## config.mk

```make
export PLATFORM = sky130hd
export DESIGN_NAME = crc_frame_seq
export DESIGN_NICKNAME = d
export VERILOG_FILES = /design/src/rtl/crc_frame_seq.sv
export SDC_FILE = /design/constraint.sdc
export NUM_CORES = 1
export LEC_CHECK = 0
export CAP_MARGIN = 10
export CELL_PAD_IN_SITES_DETAIL_PLACEMENT = 0
export CELL_PAD_IN_SITES_GLOBAL_PLACEMENT = 1
export CORE_MARGIN = 2
export CORE_UTILIZATION = 41
export DETAILED_ROUTE_END_ITERATION = 16
export GPL_TIMING_DRIVEN = 0
export PLACE_DENSITY_LB_ADDON = 0.05
export SYNTH_ARGS = -nofsm -noshare
export SYNTH_HDL_FRONTEND = slang
export SYNTH_SLANG_ARGS = --single-unit
```

## constraint.sdc

```tcl
create_clock -name clk -period 1.7 [get_ports clk]
set_input_delay 0.255 -clock clk [delete_from_list [all_inputs] [get_ports clk]]
set_output_delay 0.255 -clock clk [all_outputs]
set_load 0.1 [all_outputs]
```

## src/rtl/crc_frame_seq.sv

```systemverilog
// Serial frame transmitter: shifts accepted bytes out LSB first, then appends
// the N-bit reflected CRC accumulated over the frame's data bits.
module crc_frame_seq #(
    parameter int unsigned    N    = 8,
    parameter logic [N-1:0]   FB   = 8'hcd,
    parameter logic [N-1:0]   INIT = 8'h00
) (
    input  logic       clk,
    input  logic       rst,
    input  logic       en,
    input  logic [7:0] in_data,
    input  logic       in_valid,
    input  logic       in_last,
    output logic       in_ready,
    output logic       out_bit,
    output logic       out_valid,
    output logic       out_sof,
    output logic       out_crc,
    output logic       out_eof,
    output logic       busy
);

    localparam int unsigned CW = (N > 1) ? $clog2(N) : 1;
    localparam logic [CW-1:0] CRC_LAST = CW'(N - 1);

    typedef enum logic [1:0] {IDLE, DATA, STALL, CRC} state_t;

    state_t        state, state_nx;
    logic [7:0]    shreg, shreg_nx;
    logic [2:0]    bit_cnt, bit_cnt_nx;
    logic [CW-1:0] crc_cnt, crc_cnt_nx;
    logic [N-1:0]  lfsr, lfsr_nx;
    logic          last, last_nx;
    logic          first, first_nx;

    // NOTE: every register, datapath included, is cleared by the async reset so
    // an abort mid-frame can never leak stale CRC or shift state into the next frame.
    always_ff @(posedge clk or negedge rst) begin
        if (!rst) begin
            state   <= IDLE;
            shreg   <= '0;
            bit_cnt <= '0;
            crc_cnt <= '0;
            lfsr    <= '0;
            last    <= 1'b0;
            first   <= 1'b0;
        end else begin
            state   <= state_nx;
            shreg   <= shreg_nx;
            bit_cnt <= bit_cnt_nx;
            crc_cnt <= crc_cnt_nx;
            lfsr    <= lfsr_nx;
            last    <= last_nx;
            first   <= first_nx;
        end
    end

    // NOTE: all outputs of this block get a default first, so no path infers a latch.
    always_comb begin
        state_nx   = state;
        shreg_nx   = shreg;
        bit_cnt_nx = bit_cnt;
        crc_cnt_nx = crc_cnt;
        lfsr_nx    = lfsr;
        last_nx    = last;
        first_nx   = first;
        in_ready   = 1'b0;
        out_valid  = 1'b0;
        out_bit    = 1'b0;
        out_sof    = 1'b0;
        out_crc    = 1'b0;
        out_eof    = 1'b0;

        case (state)
            IDLE: begin
                in_ready = 1'b1;
                if (in_valid) begin
                    state_nx   = DATA;
                    shreg_nx   = in_data;
                    last_nx    = in_last;
                    bit_cnt_nx = '0;
                    lfsr_nx    = INIT;
                    first_nx   = 1'b1;
                end
            end
            DATA: begin
                if (en) begin
                    out_valid  = 1'b1;
                    out_bit    = shreg[0];
                    out_sof    = first && (bit_cnt == 3'd0);
                    first_nx   = 1'b0;
                    shreg_nx   = shreg >> 1;
                    bit_cnt_nx = bit_cnt + 3'd1;
                    lfsr_nx    = (lfsr[0] ^ shreg[0]) ? ((lfsr >> 1) ^ FB) : (lfsr >> 1);
                    if (bit_cnt == 3'd7) begin
                        if (last) begin
                            state_nx   = CRC;
                            crc_cnt_nx = '0;
                        end else begin
                            // Byte boundary: take the next byte now to avoid a bubble.
                            in_ready = 1'b1;
                            if (in_valid) begin
                                shreg_nx   = in_data;
                                last_nx    = in_last;
                                bit_cnt_nx = '0;
                            end else begin
                                state_nx = STALL;
                            end
                        end
                    end
                end
            end
            STALL: begin
                in_ready = 1'b1;
                if (in_valid) begin
                    state_nx   = DATA;
                    shreg_nx   = in_data;
                    last_nx    = in_last;
                    bit_cnt_nx = '0;
                end
            end
            CRC: begin
                if (en) begin
                    out_valid  = 1'b1;
                    out_crc    = 1'b1;
                    out_bit    = lfsr[0];
                    lfsr_nx    = lfsr >> 1;
                    crc_cnt_nx = crc_cnt + CW'(1);
                    if (crc_cnt == CRC_LAST) begin
                        out_eof    = 1'b1;
                        state_nx   = IDLE;
                        crc_cnt_nx = '0;
                    end
                end
            end
            default: state_nx = IDLE;
        endcase

        // The async reset must also hold off new bytes while asserted.
        if (!rst) in_ready = 1'b0;
    end

    assign busy = (state != IDLE);

endmodule

```

==> impl_metrics.env, run 1 <==
export IMPL_status="finished with violations"
export IMPL_violations="setup timing"
export IMPL_finalWorstSetupSlack_ns=-0.1919
export IMPL_syn_area_per_cell_um2=9.770
export IMPL_clockBufferDepth=2
export IMPL_hpwl_mm=2.340
export IMPL_wl_per_cell_um=15.76
export IMPL_critPathMaxFanout=2
export IMPL_swShare_pct=41.76
export IMPL_vias=1260
export IMPL_clkTransAtPathRegs_ns=0.15
export IMPL_cts_made_buffers=3
export IMPL_ys_async_sr_fraction_pct=100.0
export IMPL_synth_compound_area_share_pct=19.47
export IMPL_fp_dieArea_mm2=0.003966
export IMPL_synth_top_cell_by_area="dfrtp_1"
export IMPL_synth_top_family_by_area="simple AND/OR/NAND/NOR gates"
export IMPL_clkSinkCount=26
export IMPL_gp_congestion=0.7470
export IMPL_power_mw=2.950
export IMPL_yosysMostFrequentCell="dfrtp_1"
export IMPL_vias_per_cell=5.625
export IMPL_io_pins=20
export IMPL_slew_headroom_pct=53.28
export IMPL_n_fill_cell=327
export IMPL_timing_final_crit_share_pct=111.3
export IMPL_r2r_start="bit_cnt[1]"
export IMPL_p_clk_share_pct=9.4
export IMPL_port_buffers=17
export IMPL_seq_power_share_pct=35.6
export IMPL_drtPass1Iterations=4
export IMPL_antenna_cells=0
export IMPL_grt_pass1_vias=1311
export IMPL_synth_top_area_share_pct=45.61
export IMPL_combPwrFrac_pct=55.0
export IMPL_ys_ff_latch=26
export IMPL_grt_pass1_wl_mm=6.175
export IMPL_synth_xor_area_share_pct=0.6140
export IMPL_dieWidth_um=62.98
export IMPL_worstMarginPinSlew_ns=0.7008
export IMPL_layout_drive_gt1_share_pct=31.46
export IMPL_drtAntennaViolNets=0
export IMPL_maxCapViolCount=0
export IMPL_leakage_nw=0.8408
export IMPL_dp_cells=209
export IMPL_r2r_cells=6
export IMPL_start_util_pct=42.74
export IMPL_p_switching_mw=1.232
export IMPL_synthTopCellsByCount="dfrtp_1, o21ai_0, inv_1, nand3_1, nor3_1"
export IMPL_muxShareOfSynthArea_pct=3.684
export IMPL_syn_num_nets=164
export IMPL_drt_initial_drc_count=84
export IMPL_nets=198
export IMPL_internal_power_mw=1.718
export IMPL_rrSetupSlack_ns=0.12
export IMPL_yosysSeqAreaShare_pct=45.61
export IMPL_crit_chain="ha_2 -> ha_4 -> a31o_4 -> and2_4 -> buf_12"
export IMPL_row_count=21
export IMPL_syn_to_final_growth_pct=35.53
export IMPL_cts_tree="yes"
export IMPL_hold_viol=0
export IMPL_hold_class="input pin to asynchronous set/reset pin"
export IMPL_power_density_mw_per_mm2=1526
export IMPL_antenna_found_initial=0
export IMPL_grt_max_degree=28
export IMPL_finalMaxSlewViolations=0
export IMPL_finClkSkew_ns=0.004762
export IMPL_grt_usage_pct=19.66
export IMPL_setup_violations=2
export IMPL_drt_wl_total_mm=3.530
export IMPL_core_area_mm2=0.003337
export IMPL_ir_drop_mv=0.5184
export IMPL_synth_distinct_cells=43
export IMPL_yosys_area_share_simple_pct=19.56
export IMPL_synthTopCellsByArea="dfrtp_1, ha_1, o21ai_0"
export IMPL_synthesis_area_mm2=0.001426
export IMPL_die_y_um=62.98
export IMPL_htreeDepth=1
export IMPL_arrival_ns=1.64
export IMPL_hold_buffers=0
export IMPL_end_kind="output pin"
export IMPL_worstPathRequired_ns=1.44
export IMPL_synth_adder_area_share_pct=4.386
export IMPL_syn_inst=146
export IMPL_worstSetupStartpointType="register"
export IMPL_final_cells=224
export IMPL_r2r_end="crc_cnt[1]"
export IMPL_max_stage_delay_ns=0.42
export IMPL_crit_type="register to output pin"
export IMPL_period_needed_ns=1.892
export IMPL_fmax_mhz=528.6
export IMPL_synth_top_flop_cell="dfrtp_1"
export IMPL_cp_slowest_cell="dfrtp_1"
export IMPL_rsz0062_at_grt="true"
export IMPL_whs_ns=0.03838
export IMPL_clockRootBuffer="clkbuf_4"
export IMPL_gr_total_overflow=0
export IMPL_drc=0
export IMPL_insertion_delay_ns=0.33
export IMPL_ys_warn_count=0
export IMPL_synth_edf_count=0
export IMPL_finish_utilization_pct=57.93
==> cell type report <==
cell class	instances	area [um^2]	area share, %
buffer	7	56.30	2.913
clock buffer	3	22.52	1.165
inverter	10	48.80	2.524
multi-input combinational	100	750.7	38.84
sequential	26	651.9	33.72
tap	46	57.56	2.977
timing repair buffer	32	345.3	17.86
==> how the worst max path moves through the flow <==
| stage | startpoint | to | cells after the start |
|---|---|---|---|
| finish | bit_cnt[1] | in_ready | 5 |
| global route | state[1] | in_ready | 4 |
| global placement | rst | in_ready | 3 |
| floorplan | state[1] | out_bit | 3 |
| detailed placement | rst | in_ready | 3 |
| CTS | bit_cnt[1] | in_ready | 5 |
==> power by group through the flow <==
stage / Sequential (mW) / Clock (mW) / Combinational [mW]
4_1_cts: 1.04 / 0.280 / 1.55
2_1_floorplan: 1.00 / 0 / 1.04
3_5_place_dp: 1.05 / 0 / 1.30
5_1_grt: 1.08 / 0.316 / 1.79
6_report: 1.05 / 0.278 / 1.62
3_3_place_gp: 1.04 / 0 / 1.25
==> placed cells by master, fill, tap and decap left out, drive strengths merged, types with 2 or more instances in the layout <==
| cell | count |
|---|---|
| mux2i | 3 |
| and3b | 2 |
| nand3 | 8 |
| buf | 29 |
| nor2 | 7 |
| a31oi | 8 |
| clkbuf | 3 |
| a21oi | 4 |
| and3 | 4 |
| or2 | 2 |
| nor2b | 2 |
| ha | 5 |
| mux2 | 2 |
| o21ai | 10 |
| nand2 | 6 |
| a22o | 3 |
| clkdlybuf4s50 | 9 |
| o22ai | 2 |
| nand2b | 2 |
| nor3 | 8 |
| a221o | 4 |
| inv | 9 |
| dfrtp | 26 |
| nor4 | 5 |
==> state kept, by name, indices dropped and copies added, names as in the netlist <==
register / count
shreg: 8
bit_cnt: 3
state: 2
last: 1
first: 1
lfsr: 8
crc_cnt: 3
==> stage by stage <==
step           worst slack, ns  TNS, ns  area [um^2]
2_1_floorplan          -0.1796  -0.1796         1444
3_3_place_gp            -1.597   -5.854         1672
3_5_place_dp            -1.649   -7.615         1672
4_1_cts                -0.1964  -0.3699         1856
5_1_grt                -0.2536  -0.6283         1933
6_report               -0.1919  -0.3062         1933
==> cell families after synthesis <==
family | count (synthesis)
and+or+nand+nor | 51
AOI/OAI and AO/OA | 38
DFF | 26
buffers and inverters | 20
muxes | 5
adders and majority gates | 5
xor gates and xnor gates | 1
==> worst max-delay path: cells and delay by family, from the launching register on <==
kind / cells / cell delay (ns)
adders and majority gates: 2 / 0.35
buffers and inverters: 1 / 0.16
AOI/OAI and AO/OA: 1 / 0.21
and+or+nand+nor: 1 / 0.16
DFF: 1 / 0.42
==> what timing repair did <==
item                       CTS  global route
cloned                       0             1
gates resized for setup     77            17
setup endpoints to repair    8            17
buffers inserted             8             6
pin swaps                    4             5
==> routing by layer <==
layer  global-route usage [%]  vias up  wire length, um
met3                    4.685        4              117
met2                    34.57       20             1801
met5                        0        -                0
met1                    24.11      632             1581
li1                         -      604                -
met4                    4.722        0               29
Note: power is estimated with default switching activity, not from simulation.
==> inputs of run 2 (changes only) <==
CAP_MARGIN = 20   (was 10)
==> impl_metrics.env, run 2 (synthesis gave the netlist of run 1 again) <==
export IMPL_antenna_cells=0
export IMPL_drtPass1Iterations=4
export IMPL_setup_violations=3
export IMPL_period_needed_ns=1.894
export IMPL_finClkSkew_ns=0.005362
export IMPL_gp_congestion=0.7470
export IMPL_status="finished with violations"
export IMPL_row_count=21
export IMPL_power_mw=3.004
export IMPL_fp_dieArea_mm2=0.003966
export IMPL_power_density_mw_per_mm2=1541
export IMPL_grt_max_degree=16
export IMPL_clockBufferDepth=2
export IMPL_grt_pass1_vias=1320
export IMPL_ir_drop_mv=0.5726
export IMPL_nets=198
export IMPL_rsz0062_at_grt="true"
export IMPL_cts_tree="yes"
export IMPL_clockRootBuffer="clkbuf_4"
export IMPL_finalWorstSetupSlack_ns=-0.1939
export IMPL_swShare_pct=40.13
export IMPL_syn_to_final_growth_pct=36.67
export IMPL_drt_wl_total_mm=3.546
export IMPL_dieWidth_um=62.98
export IMPL_htreeDepth=1
export IMPL_cts_made_buffers=3
export IMPL_crit_type="register to output pin"
export IMPL_arrival_ns=1.64
export IMPL_antenna_found_initial=0
export IMPL_hpwl_mm=2.417
export IMPL_worstSetupStartpointType="register"
export IMPL_internal_power_mw=1.798
export IMPL_leakage_nw=0.8713
export IMPL_die_y_um=62.98
export IMPL_drt_initial_drc_count=93
export IMPL_fmax_mhz=528.0
export IMPL_layout_drive_gt1_share_pct=30.73
export IMPL_clkSinkCount=26
export IMPL_hold_class="input pin to asynchronous set/reset pin"
export IMPL_finalMaxSlewViolations=0
export IMPL_start_util_pct=42.74
export IMPL_layout_commonest_cell="dfrtp_1"
export IMPL_maxCapViolCount=0
export IMPL_core_area_mm2=0.003337
export IMPL_gr_total_overflow=0
export IMPL_p_switching_mw=1.206
export IMPL_port_buffers=17
export IMPL_drc=0
export IMPL_grt_pass1_wl_mm=6.044
export IMPL_slew_headroom_pct=55.20
export IMPL_seq_power_share_pct=35.0
export IMPL_layout_common_cells="dfrtp_1, buf_4, clkdlybuf4s50_1"
export IMPL_violations="setup timing"
export IMPL_hold_viol=0
export IMPL_tns_ns=-0.3354
export IMPL_worstPathRequired_ns=1.44
export IMPL_wl_per_cell_um=15.76
export IMPL_io_pins=20
export IMPL_multiInputGateArea_um2=742.0
export IMPL_critPathMaxFanout=2
export IMPL_grt_usage_pct=19.26
export IMPL_whs_ns=0.02806
export IMPL_worstMarginPinSlew_ns=0.6720
export IMPL_insertion_delay_ns=0.34
export IMPL_p_clk_share_pct=14.7
export IMPL_vias_per_cell=5.556
export IMPL_largestRegisters="lfsr x8, shreg x8"
export IMPL_drtAntennaViolNets=0
export IMPL_regArea_um2=651.9
export IMPL_clkTransAtPathRegs_ns=0.15
export IMPL_combPwrFrac_pct=50.3
export IMPL_timing_final_crit_share_pct=111.4
export IMPL_vias=1250
export IMPL_n_fill_cell=313
export IMPL_end_kind="output pin"
[run 2: changes by cell type in the layout (fill, tap and decap cells not counted), sizes merged]
cell           previous run  this run
dlygate4sd2               0         1
clkbuf                    3         4
bufinv                    0         1
inv                       9        10
buf                      29        28
clkdlybuf4s15             1         0
clkinvlp                  1         0
[run 2: power groups by stage]
stage	Clock (mW)	Sequential [mW]	Combinational, mW
after global placement	0	1.04	1.25
after detailed placement	0	1.06	1.30
after CTS	0.455	1.04	1.49
after global routing	0.474	1.08	1.67
after floorplan	0	1.00	1.04
final	0.443	1.05	1.51
[run 2: worst paths after layout]
kind	startpoint	to	slack [ns]	depth (start not counted)
worst max register to register	bit_cnt[0]	crc_cnt[1]	0.11	6
worst min-delay path	rst	lfsr[4]	0.03	1
worst max-delay path	bit_cnt[0]	in_ready	-0.19	5
max in group asynchronous	rst	bit_cnt[2]	1.16	2
min in group clk	in_valid	state[0]	0.22	3
worst min register to register	lfsr[7]	lfsr[7]	0.53	1
[run 2: stage by stage]
step	setup slack (ns)	area [um^2]	utilization, %	cells
after floorplan	-0.1796	1444	-	146
after global placement	-1.597	1672	50.09	209
after detailed placement	-1.145	1699	50.92	210
after CTS	-0.2081	1913	57.33	223
after global routing	-0.2454	1949	58.42	225
final	-0.1939	1949	58.42	225
[run 2: per-layer routing]
| layer | global-route usage, % | up-vias | share of wire [%] |
|---|---|---|---|
| li1 | - | 604 | - |
| met1 | 23.62 | 619 | 44 |
| met2 | 34.04 | 22 | 51 |
| met3 | 2.523 | 5 | 3.4 |
| met4 | 7.500 | 0 | 1.7 |
| met5 | 0 | - | 0 |
[run 2: critical path, cell delays in order (launching register included)]
cell,delay (ns)
dfrtp_1,0.42
ha_2,0.20
ha_4,0.16
a31o_2,0.21
and2_4,0.16
buf_12,0.16
[run 2: area by class of cell]
class                   count  area share, %
inverters                  10          2.054
repair buffers             31          17.52
flip-flops and latches     26          33.44
plain buffers               8          3.273
clock buffers               3          1.155
well taps                  46          2.953
multi-input cells         100          38.06
clock inverters             1          1.540
[run 2: what timing repair did]
action / 4_1_cts / 5_1_grt
setup endpoints to repair: 8 / 17
hold buffers: 0 / 0
resized for setup: 75 / 7
buffers inserted: 9 / 4
pin swaps: 3 / 2
==> inputs of run 3 (changes only) <==
SKIP_LAST_GASP = 1   (was unset)
==> impl_metrics.env, run 3 (synthesis gave the netlist of run 1 again) <==
export IMPL_status="finished with violations"
export IMPL_violations="setup timing"
export IMPL_die_y_um=62.98
export IMPL_crit_chain="ha_2 -> ha_4 -> a31o_2 -> and2_4 -> buf_12"
export IMPL_worstMarginPinSlew_ns=0.6718
export IMPL_gr_total_overflow=0
export IMPL_use_met1_pct=23.62
export IMPL_regArea_um2=651.9
export IMPL_finalWorstSetupSlack_ns=-0.1958
export IMPL_htreeDepth=1
export IMPL_drt_wl_total_mm=3.555
export IMPL_nets=198
export IMPL_period_needed_ns=1.896
export IMPL_rrSetupSlack_ns=0.11
export IMPL_drc=0
export IMPL_layout_drive_gt1_share_pct=30.73
export IMPL_power_mw=2.974
export IMPL_r2r_end="crc_cnt[1]"
export IMPL_n_fill_cell=320
export IMPL_antenna_cells=0
export IMPL_io_pins=20
export IMPL_start_util_pct=42.74
export IMPL_crit_buf_inv=1
export IMPL_grt_usage_pct=19.26
export IMPL_vias=1253
export IMPL_drtPass1Iterations=4
export IMPL_r2r_cells=6
export IMPL_hpwl_mm=2.417
export IMPL_timing_final_crit_share_pct=111.5
export IMPL_grt_use_met3_pct=2.523
export IMPL_layout_common_cells="dfrtp_1, buf_4, clkdlybuf4s50_1"
export IMPL_insertion_delay_ns=0.34
export IMPL_antenna_found_initial=0
export IMPL_core_area_mm2=0.003337
export IMPL_max_stage_delay_ns=0.42
export IMPL_wl_per_cell_um=15.80
export IMPL_layout_commonest_cell="dfrtp_1"
export IMPL_end_kind="output pin"
export IMPL_dieWidth_um=62.98
export IMPL_arrival_ns=1.64
export IMPL_fp_dieArea_mm2=0.003966
export IMPL_r2r_start="bit_cnt[0]"
export IMPL_final_cells=225
export IMPL_clockRootBuffer="clkbuf_4"
export IMPL_vias_per_cell=5.569
export IMPL_crit_type="register to output pin"
export IMPL_largestRegisters="lfsr x8, shreg x8"
export IMPL_port_buffers=17
export IMPL_finish_utilization_pct=57.89
export IMPL_grt_pass1_wl_mm=6.044
export IMPL_worstPathRequired_ns=1.44
export IMPL_syn_to_final_growth_pct=35.44
export IMPL_finalMaxSlewViolations=0
export IMPL_cts_made_buffers=3
export IMPL_cts_tree="yes"
export IMPL_hold_buffers=0
export IMPL_cp_slowest_cell="dfrtp_1"
export IMPL_ir_drop_mv=0.5727
export IMPL_leakage_nw=0.8594
export IMPL_drtAntennaViolNets=0
export IMPL_clkSinkCount=26
export IMPL_row_count=21
export IMPL_drt_initial_drc_count=96
export IMPL_multiInputGateArea_um2=737.0
export IMPL_clkTransAtPathRegs_ns=0.15
export IMPL_critPathMaxFanout=2
export IMPL_worstSetupStartpointType="register"
export IMPL_grt_max_degree=16
export IMPL_top_usage_layer="met2"
export IMPL_slew_headroom_pct=55.22
export IMPL_maxCapViolCount=0
export IMPL_grt_pass1_vias=1320
export IMPL_path_delay_family="flip-flops"
export IMPL_clockBufferDepth=2
export IMPL_gp_congestion=0.7470
export IMPL_finClkSkew_ns=0.004913
export IMPL_hold_viol=0
export IMPL_setup_violations=3
export IMPL_dp_cells=210
export IMPL_fmax_mhz=527.5
export IMPL_power_density_mw_per_mm2=1540
export IMPL_gr_usage_met2_pct=34.04
export IMPL_hold_class="input pin to asynchronous set/reset pin"
export IMPL_rsz0062_at_grt="true"
==> run 3: changes by cell type in the layout (fill, tap and decap cells not counted), sizes merged <==
cell	delta
buf	+1
clkbuf	-1
==> run 3: what timing repair did <==
action,4_1_cts,5_1_grt
pin swaps,3,2
gates resized for setup,71,9
buffers inserted,9,4
setup endpoints to repair,8,17
==> run 3: per-layer routing <==
layer	part of all wire [%]	up-vias
met3	2.8	5
met1	45	626
met2	50	20
li1	-	602
met5	0	-
met4	1.7	0
==> run 3: worst register-to-register path, delay by kind of cell, from the launching register on <==
kind	cells	cell delay, ns
AOI/OAI and AO/OA	1	0.21
adders and majority gates	2	0.36
buffers and inverters	1	0.14
DFF	1	0.42
muxes	1	0.28
and+or+nand+nor	1	0.10
==> run 3: report_power, final <==
part	internal [mW]	switching [mW]	leakage [nW]
Combinational	0.672	0.809	0.518
Sequential	0.864	0.186	0.313
Clock	0.239	0.205	0.0279
==> run 3: worst max path at each step <==
stage / start / end / slack [ns] / cells after the start
detailed placement: rst / in_ready / -1.15 / 3
global route: bit_cnt[0] / in_ready / -0.25 / 5
floorplan: state[1] / out_bit / -0.18 / 3
global placement: rst / in_ready / -1.60 / 3
finish: bit_cnt[0] / in_ready / -0.20 / 5
CTS: bit_cnt[1] / in_ready / -0.21 / 5
==> run 3: cell type report <==
cell class / count / area share (%)
Inverter: 10 / 2.073
Sequential cell: 26 / 33.74
Timing Repair Buffer: 31 / 17.03
Clock inverter: 1 / 1.554
Clock buffer: 3 / 1.166
Buffer: 8 / 3.303
Multi-Input combinational cell: 100 / 38.15
Tap cell: 46 / 2.979
==> run 3: through the flow <==
| step | area (um^2) | setup WS, ns | setup TNS [ns] | hold slack, ns |
|---|---|---|---|---|
| 3_3_place_gp | 1672 | -1.597 | -5.854 | 0.4886 |
| 3_5_place_dp | 1699 | -1.145 | -5.093 | 0.4900 |
| 6_report | 1932 | -0.1958 | -0.3561 | 0.02743 |
| 5_1_grt | 1932 | -0.2454 | -0.5705 | 0.07644 |
| 4_1_cts | 1898 | -0.2081 | -0.4531 | 0.04410 |
| 2_1_floorplan | 1444 | -0.1796 | -0.1796 | -0.04059 |
